--- src/rtl/mw_wb_pkg.sv ---
// Shared types and lane-slicing helpers for the MEM/WB bundle register.
package mw_wb_pkg;

  localparam int unsigned DATA_W_DEF = 32;
  localparam int unsigned REG_W_DEF  = 5;

  // Occupancy of the main/skid pair: empty, main only, main plus skid.
  typedef enum logic [1:0] {
    ST_EMPTY = 2'd0,
    ST_MAIN  = 2'd1,
    ST_FULL  = 2'd2
  } skid_state_t;

  // Bit offset of lane k inside a packed data bus.
  function automatic int data_slice(input int lane, input int data_w);
    return lane * data_w;
  endfunction

  // Bit offset of lane k inside a packed register-index bus.
  function automatic int reg_slice(input int lane, input int reg_w);
    return lane * reg_w;
  endfunction

endpackage

--- src/rtl/wb_hazard_qual.sv ---
// Combinational write-enable qualification for a bundle: kill, zero-register
// and in-bundle write-after-write (the younger, higher-index lane wins).
module wb_hazard_qual
  import mw_wb_pkg::*;
#(
  parameter int unsigned LANES = 2,
  parameter int unsigned REG_W = REG_W_DEF
) (
  input  logic [LANES-1:0]       reg_write,
  input  logic [LANES-1:0]       kill_mask,
  input  logic [LANES*REG_W-1:0] write_reg,
  output logic [LANES-1:0]       reg_write_c,
  output logic [LANES-1:0]       waw_squash_c
);

  logic [LANES-1:0] live;

  // A lane is live if enabled, not killed and not targeting register 0.
  always_comb begin
    live = '0;
    for (int k = 0; k < LANES; k++) begin
      live[k] = reg_write[k] & ~kill_mask[k] &
                (write_reg[reg_slice(k, REG_W) +: REG_W] != '0);
    end
  end

  // An older live lane is squashed when any younger live lane hits the same register.
  always_comb begin
    waw_squash_c = '0;
    for (int i = 0; i < LANES; i++) begin
      for (int j = i + 1; j < LANES; j++) begin
        if (live[i] && live[j] &&
            (write_reg[reg_slice(i, REG_W) +: REG_W] == write_reg[reg_slice(j, REG_W) +: REG_W])) begin
          waw_squash_c[i] = 1'b1;
        end
      end
    end
    reg_write_c = live & ~waw_squash_c;
  end

endmodule

--- src/rtl/mw_wb_bundle_reg.sv ---
// MEM/WB pipeline register for a multi-lane bundle with a 2-entry skid buffer,
// flush, per-lane kill and write-back hazard qualification.
module mw_wb_bundle_reg
  import mw_wb_pkg::*;
#(
  parameter int unsigned LANES  = 2,
  parameter int unsigned DATA_W = DATA_W_DEF,
  parameter int unsigned REG_W  = REG_W_DEF
) (
  input  logic                    clk,
  input  logic                    reset,
  input  logic                    in_valid,
  output logic                    in_ready,
  input  logic                    flush,
  input  logic [LANES-1:0]        kill_mask,
  input  logic [LANES-1:0]        MemToReg,
  input  logic [LANES-1:0]        RegWrite,
  input  logic [LANES*DATA_W-1:0] mem_read_data,
  input  logic [LANES*DATA_W-1:0] alu_result,
  input  logic [LANES*REG_W-1:0]  write_reg,
  output logic                    out_valid,
  input  logic                    out_ready,
  output logic [LANES-1:0]        MemToReg_out,
  output logic [LANES-1:0]        RegWrite_out,
  output logic [LANES*DATA_W-1:0] mem_read_data_out,
  output logic [LANES*DATA_W-1:0] alu_result_out,
  output logic [LANES*REG_W-1:0]  write_reg_out,
  output logic [LANES*DATA_W-1:0] wb_data_out,
  output logic [LANES-1:0]        waw_squash
);

  localparam int unsigned DW = LANES * DATA_W;
  localparam int unsigned RW = LANES * REG_W;

  skid_state_t state_q, state_d;
  logic        in_ready_q, in_ready_d;
  logic        out_valid_q, out_valid_d;
  logic        accept_c, consume_c;
  logic        ld_m_in_c, ld_m_s_c, ld_s_in_c;

  logic [LANES-1:0] qual_rw_c, qual_waw_c;

  logic [LANES-1:0] m_mtr_q, m_rw_q, m_waw_q;
  logic [DW-1:0]    m_mem_q, m_alu_q;
  logic [RW-1:0]    m_wr_q;

  logic [LANES-1:0] s_mtr_q, s_rw_q, s_waw_q;
  logic [DW-1:0]    s_mem_q, s_alu_q;
  logic [RW-1:0]    s_wr_q;

  wb_hazard_qual #(
    .LANES (LANES),
    .REG_W (REG_W)
  ) u_qual (
    .reg_write    (RegWrite),
    .kill_mask    (kill_mask),
    .write_reg    (write_reg),
    .reg_write_c  (qual_rw_c),
    .waw_squash_c (qual_waw_c)
  );

  // Occupancy and flag registers.
  always_ff @(posedge clk or negedge reset) begin
    if (!reset) begin
      state_q     <= ST_EMPTY;
      in_ready_q  <= 1'b1;
      out_valid_q <= 1'b0;
    end else begin
      state_q     <= state_d;
      in_ready_q  <= in_ready_d;
      out_valid_q <= out_valid_d;
    end
  end

  // Next occupancy and load steering; flush overrides every transfer.
  always_comb begin
    state_d   = state_q;
    ld_m_in_c = 1'b0;
    ld_m_s_c  = 1'b0;
    ld_s_in_c = 1'b0;
    accept_c  = in_valid & in_ready_q & ~flush;
    consume_c = out_valid_q & out_ready;
    if (flush) begin
      state_d = ST_EMPTY;
    end else begin
      case (state_q)
        ST_EMPTY: begin
          if (accept_c) begin
            ld_m_in_c = 1'b1;
            state_d   = ST_MAIN;
          end
        end
        ST_MAIN: begin
          if (consume_c) begin
            if (accept_c) ld_m_in_c = 1'b1;
            else          state_d   = ST_EMPTY;
          end else if (accept_c) begin
            ld_s_in_c = 1'b1;
            state_d   = ST_FULL;
          end
        end
        ST_FULL: begin
          // in_ready is low here, so nothing new can arrive.
          if (consume_c) begin
            ld_m_s_c = 1'b1;
            state_d  = ST_MAIN;
          end
        end
        default: state_d = ST_EMPTY;
      endcase
    end
    in_ready_d  = (state_d != ST_FULL);
    out_valid_d = (state_d != ST_EMPTY);
  end

  // Main entry: load from input or skid; drop write enables when it empties.
  always_ff @(posedge clk or negedge reset) begin
    if (!reset) begin
      m_mtr_q <= '0;
      m_rw_q  <= '0;
      m_waw_q <= '0;
      m_mem_q <= '0;
      m_alu_q <= '0;
      m_wr_q  <= '0;
    end else if (ld_m_in_c) begin
      m_mtr_q <= MemToReg;
      m_rw_q  <= qual_rw_c;
      m_waw_q <= qual_waw_c;
      m_mem_q <= mem_read_data;
      m_alu_q <= alu_result;
      m_wr_q  <= write_reg;
    end else if (ld_m_s_c) begin
      m_mtr_q <= s_mtr_q;
      m_rw_q  <= s_rw_q;
      m_waw_q <= s_waw_q;
      m_mem_q <= s_mem_q;
      m_alu_q <= s_alu_q;
      m_wr_q  <= s_wr_q;
    end else if (!out_valid_d) begin
      m_rw_q  <= '0;
      m_waw_q <= '0;
    end
  end

  // Skid entry: captures a bundle accepted while main is stalled.
  always_ff @(posedge clk or negedge reset) begin
    if (!reset) begin
      s_mtr_q <= '0;
      s_rw_q  <= '0;
      s_waw_q <= '0;
      s_mem_q <= '0;
      s_alu_q <= '0;
      s_wr_q  <= '0;
    end else if (ld_s_in_c) begin
      s_mtr_q <= MemToReg;
      s_rw_q  <= qual_rw_c;
      s_waw_q <= qual_waw_c;
      s_mem_q <= mem_read_data;
      s_alu_q <= alu_result;
      s_wr_q  <= write_reg;
    end
  end

  // Per-lane write-back data select from the main entry.
  always_comb begin
    wb_data_out = '0;
    for (int k = 0; k < LANES; k++) begin
      wb_data_out[data_slice(k, DATA_W) +: DATA_W] =
        m_mtr_q[k] ? m_mem_q[data_slice(k, DATA_W) +: DATA_W]
                   : m_alu_q[data_slice(k, DATA_W) +: DATA_W];
    end
  end

  assign in_ready          = in_ready_q;
  assign out_valid         = out_valid_q;
  assign MemToReg_out      = m_mtr_q;
  assign RegWrite_out      = m_rw_q;
  assign waw_squash        = m_waw_q;
  assign mem_read_data_out = m_mem_q;
  assign alu_result_out    = m_alu_q;
  assign write_reg_out     = m_wr_q;

endmodule

--- config.mk ---
export PLATFORM = sky130hd
export DESIGN_NAME = mw_wb_bundle_reg
export DESIGN_NICKNAME = d
export VERILOG_FILES = /design/src/rtl/mw_wb_pkg.sv /design/src/rtl/wb_hazard_qual.sv /design/src/rtl/mw_wb_bundle_reg.sv
export SDC_FILE = /design/constraint.sdc
export NUM_CORES = 1
export LEC_CHECK = 0
export CAP_MARGIN = 10
export CORE_MARGIN = 3
export CORE_UTILIZATION = 38
export CTS_CLUSTER_SIZE = 24
export DETAILED_ROUTE_END_ITERATION = 16
export HOLD_SLACK_MARGIN = 0.05
export PLACE_DENSITY = 0.68
export REMOVE_ABC_BUFFERS = 1
export SETUP_SLACK_MARGIN = 0.05
export SYNTH_ARGS = -nofsm -noshare
export SYNTH_HDL_FRONTEND = slang
export SYNTH_SLANG_ARGS = --single-unit
--- constraint.sdc ---
create_clock -name clk -period 1.9 [get_ports clk]
set_clock_uncertainty 0.15 [all_clocks]
set_input_delay 0.285 -clock clk [delete_from_list [all_inputs] [get_ports clk]]
set_output_delay 0.285 -clock clk [all_outputs]
set_load 0.05 [all_outputs]
-- Word-level counts from Yosys, hierarchy flattened
Cells that the tools add are included.
Widths: inputs -> output; s select.
- flip-flop bits (word level): 291
- bits of input ports: 149
- output and inout port bits: 210
- logic and storage cells: 72
- equality and inequality tests: 5
- mux-type cells: 33
- bitwise logic cells: 12
- reduce and logical (&&, ||, !) cells: 7
- operators with widths (kind ; count):
    $mux 64 ; 4
    $mux 32 ; 2
    $mux 2 ; 13
    $mux 10 ; 2
    $mux 1 ; 10
    $reduce_bool 5->1 ; 2
    $and 1x1->1 ; 7
    $pmux 2 s3 ; 1
    $eq 5x5->1 ; 1
    $reduce_bool 2->1 ; 2
    $ne 3x1->1 const B ; 1
    $not 1->1 ; 3
    $and 2x2->2 ; 1
    $eq 2x1->1 const B ; 1
    $eq 2x2->1 const B ; 1
    $logic_and 1x1->1 ; 2
    $logic_not 2->1 ; 1
    $ne 2x2->1 const B ; 1
    $not 1->2 ; 1
    $pmux 1 s2 ; 1

-- Longest topological paths before layout
Gate-level depths: netlist of run 1.
- depth in word-level cells: 10
- gate-level depth with buffers: 7
- mapped depth without buffers: 4

-- Modules after synthesis
Synthesis of run 1 repeated with hierarchy kept, for this count alone.
- cells, all modules: 919
- area total of the unflattened synthesis: 13107.6 µm²
- by module, submodules not included (module ; times used ; cells each ; area each (µm²) ; sequential area each (µm²)):
    mw_wb_bundle_reg ; 1 ; 901 ; 12978.7 ; 7308.3
    wb_hazard_qual ; 1 ; 18 ; 128.9 ; 0.0

-- Worst setup path before layout of run 1
No wires, ideal clock.
- kind: register -> register
- start: register in_ready_q, in the netlist in_ready
- end: register s_mem_q[28]
- library setup time: 0.125 ns
- arrival: 2.027 ns
- required time: 1.625 ns
- path slack: -0.402 ns
- cell stages (with the launch flop): 6
- buffers on the path: 2
- period minus slack after synthesis: 2.302 ns
- path through: dfstp_2 > nand2_1 > or4_4 > buf_4 > buf_6 > mux2_4
- word-level cells in the longest chain between the ends: 6
- RTL lines (element ; RTL line ; RTL):
    from (decl) ; mw_wb_bundle_reg.sv:36 ; logic in_ready_q, in_ready_d;
    from (signal assigned) ; mw_wb_bundle_reg.sv:70 ; in_ready_q <= in_ready_d;
    $and 1x1->1 (2 in series) ; mw_wb_bundle_reg.sv:81 ; accept_c = in_valid & in_ready_q & ~flush;
    $mux 1 ; mw_wb_bundle_reg.sv:97 ; end else if (accept_c) begin
    $mux 1 ; mw_wb_bundle_reg.sv:94 ; if (consume_c) begin
    $mux 1 ; mw_wb_bundle_reg.sv:86 ; case (state_q)
    $mux 1 ; mw_wb_bundle_reg.sv:83 ; if (flush) begin
    to (signal assigned) ; mw_wb_bundle_reg.sv:158 ; s_mem_q <= mem_read_data;
    to (decl) ; mw_wb_bundle_reg.sv:48 ; logic [DW-1:0] s_mem_q, s_alu_q;
Every way passes these cells.
A chain may end at the register's enable or synchronous reset.

-- Worst setup path after layout of run 1
- start: register out_valid_q, in the netlist out_valid
- end: register s_mem_q[57]
- word-level cells in the longest chain between the ends: 4
- RTL lines (element ; RTL line ; RTL):
    from (decl) ; mw_wb_bundle_reg.sv:37 ; logic out_valid_q, out_valid_d;
    from (signal assigned) ; mw_wb_bundle_reg.sv:71 ; out_valid_q <= out_valid_d;
    $and 1x1->1 ; mw_wb_bundle_reg.sv:82 ; consume_c = out_valid_q & out_ready;
    $mux 1 ; mw_wb_bundle_reg.sv:94 ;
    $mux 1 ; mw_wb_bundle_reg.sv:86 ;
    $mux 1 ; mw_wb_bundle_reg.sv:83 ;
Every way passes these cells.

==> metrics.csv, run 1 <==
stage,metric,value,unit
cts,clock_sinks,290,
layout,layout_common_cells,"287 x dfrtp_1, 178 x buf_4, 150 x mux2_4",
global_route,grt_pass1_vias,11000,
floorplan,start_util,38.8,%
global_route,grt_util_all_layers,24.6,%
timing,rsz0062_at_grt,yes,
timing,finalMaxSlewViolations,0,
placed_design,gp_congestion,0.793,
floorplan,die_w,189,um
setup_path,end_kind,register,
power_and_ir_drop,ir_worst_vdd,0.891,mV
setup_path,cp_max_fo,8,
detailed_routing,dr.pass1.iters,5,
synth,seq_area_frac_synth,57.0,%
outcome,failed_checks,negative setup slack,
cts,clk_latency,560,ps
layout,area_growth,66.6,%
layout,fin_util,64.7,%
layout,fin_nets,1552,
detailed_routing,wirelength,45600,um
global_route,grt_max_degree,55,
placed_design,hpwl,24600,um
timing,worst_pin_slew,835,ps
setup_path,cpPeakStageDelay,640,ps
detailed_routing,vias,10100,
setup_path,worstSetupPathType,reg -> reg,
global_route,grt_overflow_total,0,
detailed_routing,vias_per_cell,5.40,
min_path,hold_path.class,in -> async,
detailed_routing,drtAntennaViolNets,0,
layout,seq_area,7260,um2
global_route,grt.busiest_layer,met2,
synth,async_flop_share,100,%
layout,fillers,2373,
setup_path,crit_path_cell_trace,a21bo_1 -> or4_4 -> buf_8 -> buf_16 -> mux2_4,
cts,numCtsBuffers,31,
flow_run,maxCapViolations,0,
global_route,met2_usage,42.9,%
cts,clk_transition_reported_paths,60,ps
timing,hold_viol_final,0,
global_route,use_met3,4.02,%
synth,synth_area,12700,um2
setup_path,path_delay_family,simple AND/OR/NAND/NOR gates,
detailed_routing,drtIter0Drc,565,
floorplan,ios,359,
global_route,antenna_found_initial,3,
detailed_routing,drc,0,
cts,cts_root_buf,clkbuf_16,
timing,fmax,450,MHz
setup_path,crit_arrival,2510,ps
cts,cts_buffer_depth,3,
timing,setup_ws,-324,ps
layout,multi_input_area,5570,um2
global_route,grt_pass1_wl,68400,um
setup_path,critPathBufInv,2,
timing,slew_headroom,43.8,%
synth,ys_warn_count,0,
layout,drive_gt1_share,45.1,%
placed_design,portBuffers,357,
timing,finalSetupViolCount,352,
synth,synth-edff-count,0,
floorplan,core-area,32800,um2
power_and_ir_drop,leakage,10.8,nW
timing,post-route-period-util,117,%
synth,syn_area_per_cell,14.2,um2
synth,ys_ff_latch,290,
timing,tns,-72160,ps
synth,synth-main-ff-cell,dfrtp_1,
global_route,grt_use_met1,30.9,%
floorplan,dieHeight,189,um
cts,cts_tree,done,
layout,layout_commonest_cell,dfrtp_1,
setup_path,critPathSlowestCell,or4_4,
synth,ys_types,41,
detailed_routing,post_drt_wl_per_cell,24.4,um
power_and_ir_drop,power_density,1410,nW/um2
synth,synthCells,899,
setup_path,start_kind,register,
cts,htreeDepth,1,
setup_path,cp.required,2180,ps
timing,min_period,2220,ps
outcome,status,"finished, violations left",
floorplan,die_area,35700,um2
floorplan,row_count,66,
## what timing repair did
item                                   4_1_cts  5_1_grt
pin swaps                                   99       91
gates resized for setup                    249      115
setup buffers                               55       25
hold buffers                                 1        0
endpoints found under the hold margin      289        0
gates cloned                                53        5
setup endpoints to repair                  349      353
## cell usage after synthesis, drive strengths merged, types with 3 or more instances
cell type  number  area, um2
mux2          204       2410
a21o          140       1050
clkbuf         28        106
buf            46        325
nand2           4       15.0
a22o          142       1240
o21ai           5       25.0
xnor2           4       35.0
nor2            4       15.0
nor3            3       15.0
dfrtp         289       7230
## worst paths after layout
| check | start | endpoint | slack, ps | cells past startpoint |
|---|---|---|---|---|
| setup / recovery | out_valid | s_mem_q[57] | -320 | 5 |
| hold / removal | reset | mem_read_data_out[46] | 120 | 2 |
| setup reg to reg | out_valid | s_mem_q[57] | -320 | 5 |
| hold reg to reg | write_reg_out[3] | write_reg_out[3] | 340 | 1 |
| max in group asynchronous | reset | s_wr_q[3] | 830 | 3 |
| min in group clk | mem_read_data[20] | s_mem_q[20] | 200 | 2 |
## where the power goes
part	leakage [nW]	internal, mW	switching [mW]	total [mW]
Clock	0.489	3.59	2.50	6.09
Combinational	6.79	6.58	7.34	13.9
Sequential	3.56	8.26	1.57	9.84
## layer usage
layer | up-vias | routed length, um
li1 | 4387 | -
met1 | 5285 | 18300
met2 | 337 | 23600
met3 | 84 | 2220
met4 | 0 | 1540
met5 | - | 0
## cells by family (layout without fill, tap and decap cells)
| group | Yosys count | after routing | share of synthesized area [%] |
|---|---|---|---|
| other | 1 | 4 | 0.0295 |
| xor gates and xnor gates | 6 | 6 | 0.413 |
| and+or+nand+nor | 24 | 25 | 1.19 |
| AOI/OAI and AO/OA | 297 | 297 | 18.8 |
| DFF | 290 | 290 | 57.0 |
| muxes | 206 | 206 | 19.1 |
| buffers and inverters | 75 | 599 | 3.42 |
## final cells by class
type | instances | share of cell area, %
multi-input cells | 535 | 26.3
well taps | 442 | 2.61
diodes | 3 | 0.0354
clock inverters | 8 | 0.573
clock buffers | 46 | 4.16
flip-flops and latches | 290 | 34.3
inverters | 1 | 0.0177
repair buffers | 544 | 32.1
## per-stage QoR
stage	hold WS [ps]	instances	cell area [um2]	total power [mW]	worst slack, ps
6_report	124	1869	21200	29.8	-324
5_1_grt	153	1869	21200	30.9	-354
4_1_cts	106	1875	21300	29.5	-337
3_5_place_dp	110	1714	17400	21.4	-471
3_3_place_gp	106	1714	17400	21.2	-437
2_1_floorplan	-161	825	12300	16.7	-8030
## state kept, by name (all words and copies together), names as in the netlist
| signal | cells |
|---|---|
| out_valid | 1 |
| waw_squash | 1 |
| alu_result_out | 64 |
| s_mtr_q | 2 |
| s_wr_q | 10 |
| state_q | 2 |
| RegWrite_out | 2 |
| MemToReg_out | 2 |
| s_alu_q | 64 |
| s_rw_q | 2 |
| s_mem_q | 64 |
| in_ready | 1 |
| s_waw_q | 1 |
| write_reg_out | 10 |
| mem_read_data_out | 64 |
(Power assumes the default switching activity.)
==> run 2: changes to the inputs <==
TNS_END_PERCENT = 100   (was default)
==> results of run 2 <==
Same layout as run 1: the final DEF is identical, and so are final timing and power.
==> RTL change 1, RTL diff (settings of run 1) <==
`LANES` is set to 2 in 2 places; all go to 4.
--- a/src/rtl/wb_hazard_qual.sv
+++ b/src/rtl/wb_hazard_qual.sv
@@ -5,3 +5,3 @@
 #(
-  parameter int unsigned LANES = 2,
+  parameter int unsigned LANES = 4,
   parameter int unsigned REG_W = REG_W_DEF
--- a/src/rtl/mw_wb_bundle_reg.sv
+++ b/src/rtl/mw_wb_bundle_reg.sv
@@ -5,3 +5,3 @@
 #(
-  parameter int unsigned LANES  = 2,
+  parameter int unsigned LANES  = 4,
   parameter int unsigned DATA_W = DATA_W_DEF,
Interface: changed (13 resized); port bits go from 359 to 711. The function was not compared with the original's and may differ.
==> RTL change 1 against run 1 <==
The run still ends with negative setup slack left; wire length grew 110%; sequential power grew 100%; sequential share of layout area grew 1.8 points; power grew 97%; die area grew 91%; synthesized area grew 95%; cell area grew 89%; setup slack lost 0.042 ns; sequential cell count grew 288; critical path depth shrank 2; critical endpoint is now wb_data_out[12]; largest power group unchanged.
==> RTL change 1: results <==
set metrics [dict create \
    n_fill_cell 4722 \
    ys_types 42 \
    drive_above_1_share_pct 45.9 \
    clkCellAreaFrac_pct 5.44 \
    switchingPower_mw 23.1 \
    grtUsageMet3_pct 5.03 \
    grt_pass1_vias 21300 \
    cp_top_family "buffers and inverters" \
    dp_cells 3637 \
    setup_ws_ns -0.366 \
    finalSetupViolations 700 \
    r2r_cells 10 \
    routed_via_density 5.38 \
    sw_frac_of_total_pct 39.2 \
    status "finished with violations" \
    worstPathArrival_ns 1.83 \
    worstSkewPairLatency_ns 0.60 \
    cp_max_fo 29 \
    violations "negative setup slack" \
    leakage_nw 19.0 \
    slowest_delay_ns 0.39 \
    nClkBuffers 84 \
    wl_met1_um 36500 \
    regArea_um2 14500 \
    wl_met2_um 48900 \
    placed_cell_area_um2 34000 \
    post-place-ws_ns -0.702 \
    rr_endpoint "alu_result_out[77]$_DFFE_PN0P_" \
    num-nonclk-buffers 969 \
    flops_and_latches 578 \
    r2r_slack_ns -0.26 \
    die_width_um 261 \
    cts_setup_buffers 36 \
    wl_um 94600 \
    place.gp.congestion 0.909 \
]
[RTL change 1: changes by cell type after synthesis, moves of 44 or more]
cell / delta
nand2_1: +567
mux2_2: +341
dfrtp_1: +288
a22oi_1: +284
a21o_1: -139
a22o_1: -137
mux2_1: -106
clkbuf_1: +55
buf_2: +44
[RTL change 1: cells by family (layout without fill, tap and decap cells)]
logic type	count (synthesis)	in the layout	share of synthesized area, %
AOI/OAI and AO/OA	312	312	9.48
xor gates and xnor gates	31	31	1.10
buffers and inverters	165	1080	2.91
DFF	578	578	58.4
muxes	410	410	18.6
other	1	11	0.0151
and+or+nand+nor	606	606	9.52
[RTL change 1: metrics by stage]
step / utilization (%) / hold WS (ns) / setup TNS, ns
after detailed placement: 53.4 / 0.105 / -262.93
final: 63.0 / 0.0885 / -107.65
after global routing: 63.0 / 0.0751 / -143.46
after CTS: 60.3 / 0.0673 / -94.59
after global placement: 53.4 / 0.105 / -251.97
after floorplan: - / -0.161 / -
==> RTL change 2, RTL diff (flow settings as in run 1) <==
Without the edit above. Make the reset (`reset`) synchronous in 3 clocked blocks.
--- a/src/rtl/mw_wb_bundle_reg.sv
+++ b/src/rtl/mw_wb_bundle_reg.sv
@@ -62,3 +62,3 @@
   // Occupancy and flag registers.
-  always_ff @(posedge clk or negedge reset) begin
+  always_ff @(posedge clk) begin
     if (!reset) begin
@@ -116,3 +116,3 @@
   // Main entry: load from input or skid; drop write enables when it empties.
-  always_ff @(posedge clk or negedge reset) begin
+  always_ff @(posedge clk) begin
     if (!reset) begin
@@ -145,3 +145,3 @@
   // Skid entry: captures a bundle accepted while main is stalled.
-  always_ff @(posedge clk or negedge reset) begin
+  always_ff @(posedge clk) begin
     if (!reset) begin
Check against the original RTL: differs if reset is asserted again (counterexample within 4 cycles, from zero or initial values and one cycle with reset low); with reset held inactive, the same outputs for 4 cycles.
==> RTL change 2 against run 1 <==
Cell area grew 8.9%; sequential cell count is the same; setup slack gained 0.091 ns; the flow still finishes with violations (negative setup slack); critical path type is now reg2out; wire length grew 16%; synthesized area grew 1.0%.
Power is not compared: it rests on default switching activity, and its combinational part moved more than twofold at a synthesized area within 25%.
==> RTL change 2: results <==
set metrics [dict create \
    grt_use_met1_pct 30.6 \
    violations "negative setup slack" \
    multi_input_gates 962 \
    synthTopCellsByArea "dfxtp_1 45%, nand2_1 12%, mux2i_1 11%, o211a_1 11%, a21boi_0 8.2%" \
    nNonClkInverters 3 \
    routedWlPerCell_um 22.8 \
    met2_usage_pct 45.7 \
    dp_cells 2141 \
    nClkBuffers 42 \
    fin_tns_setup_ns -31.58 \
    multi_input_area_share_pct 35.8 \
    synth_mux_area_share_pct 16.6 \
    cp_top_family "buffers and inverters" \
    num-nonclk-buffers 580 \
    nets 2017 \
    drive_above_1_share_pct 44.5 \
    grt_pass1_vias 12300 \
    slowest_delay_ns 0.38 \
    nonClkBufAreaFrac_pct 32.3 \
    min_path_type "in2reg" \
    async_flop_share_pct 0 \
    antenna_found_initial 2 \
    finalSetupViolations 333 \
    clkCellAreaFrac_pct 4.24 \
    ys.flop_type "dfxtp_1" \
    place.gp.congestion 0.770 \
    grt_usage_pct 25.5 \
    post-place-ws_ns -0.449 \
    seq_share_pct 25.2 \
    wl_met1_um 20300 \
    status "finished with violations" \
    drt_iter0_markers 687 \
    ys_types 34 \
    setup_ws_ns -0.232 \
    regArea_um2 5820 \
    postSynthCellCount 1374 \
    place_hpwl_um 25600 \
    wl_met2_um 27200 \
    wl_met3_um 3480 \
    synth-xor-area-share_pct 0.409 \
]
-- RTL change 2: changes by cell type in the layout (fill, tap and decap cells not counted), sizes merged, moves of 3 or more --
cell | before | now
a21o | 140 | 0
a21oi | 2 | 5
clkbuf | 51 | 64
o211a | 0 | 140
buf | 390 | 410
a21boi | 1 | 142
dfxtp | 0 | 290
mux2i | 2 | 141
nand2 | 4 | 427
mux2 | 204 | 64
a22o | 142 | 0
dfrtp | 289 | 0
-- RTL change 2: final timing paths --
check | depth (start not counted) | from | to | slack (ns)
setup / recovery | 4 | MemToReg_out[1]$_SDFFE_PN0P_ | wb_data_out[44] | -0.23
hold / removal | 3 | alu_result[7] | s_alu_q[7]$_SDFFE_PN0P_ | 0.15
setup reg to reg | 9 | state_q[1]$_SDFF_PN0_ | s_mem_q[1]$_SDFFE_PN0P_ | -0.20
hold reg to reg | 2 | s_mem_q[17]$_SDFFE_PN0P_ | s_mem_q[17]$_SDFFE_PN0P_ | 0.30
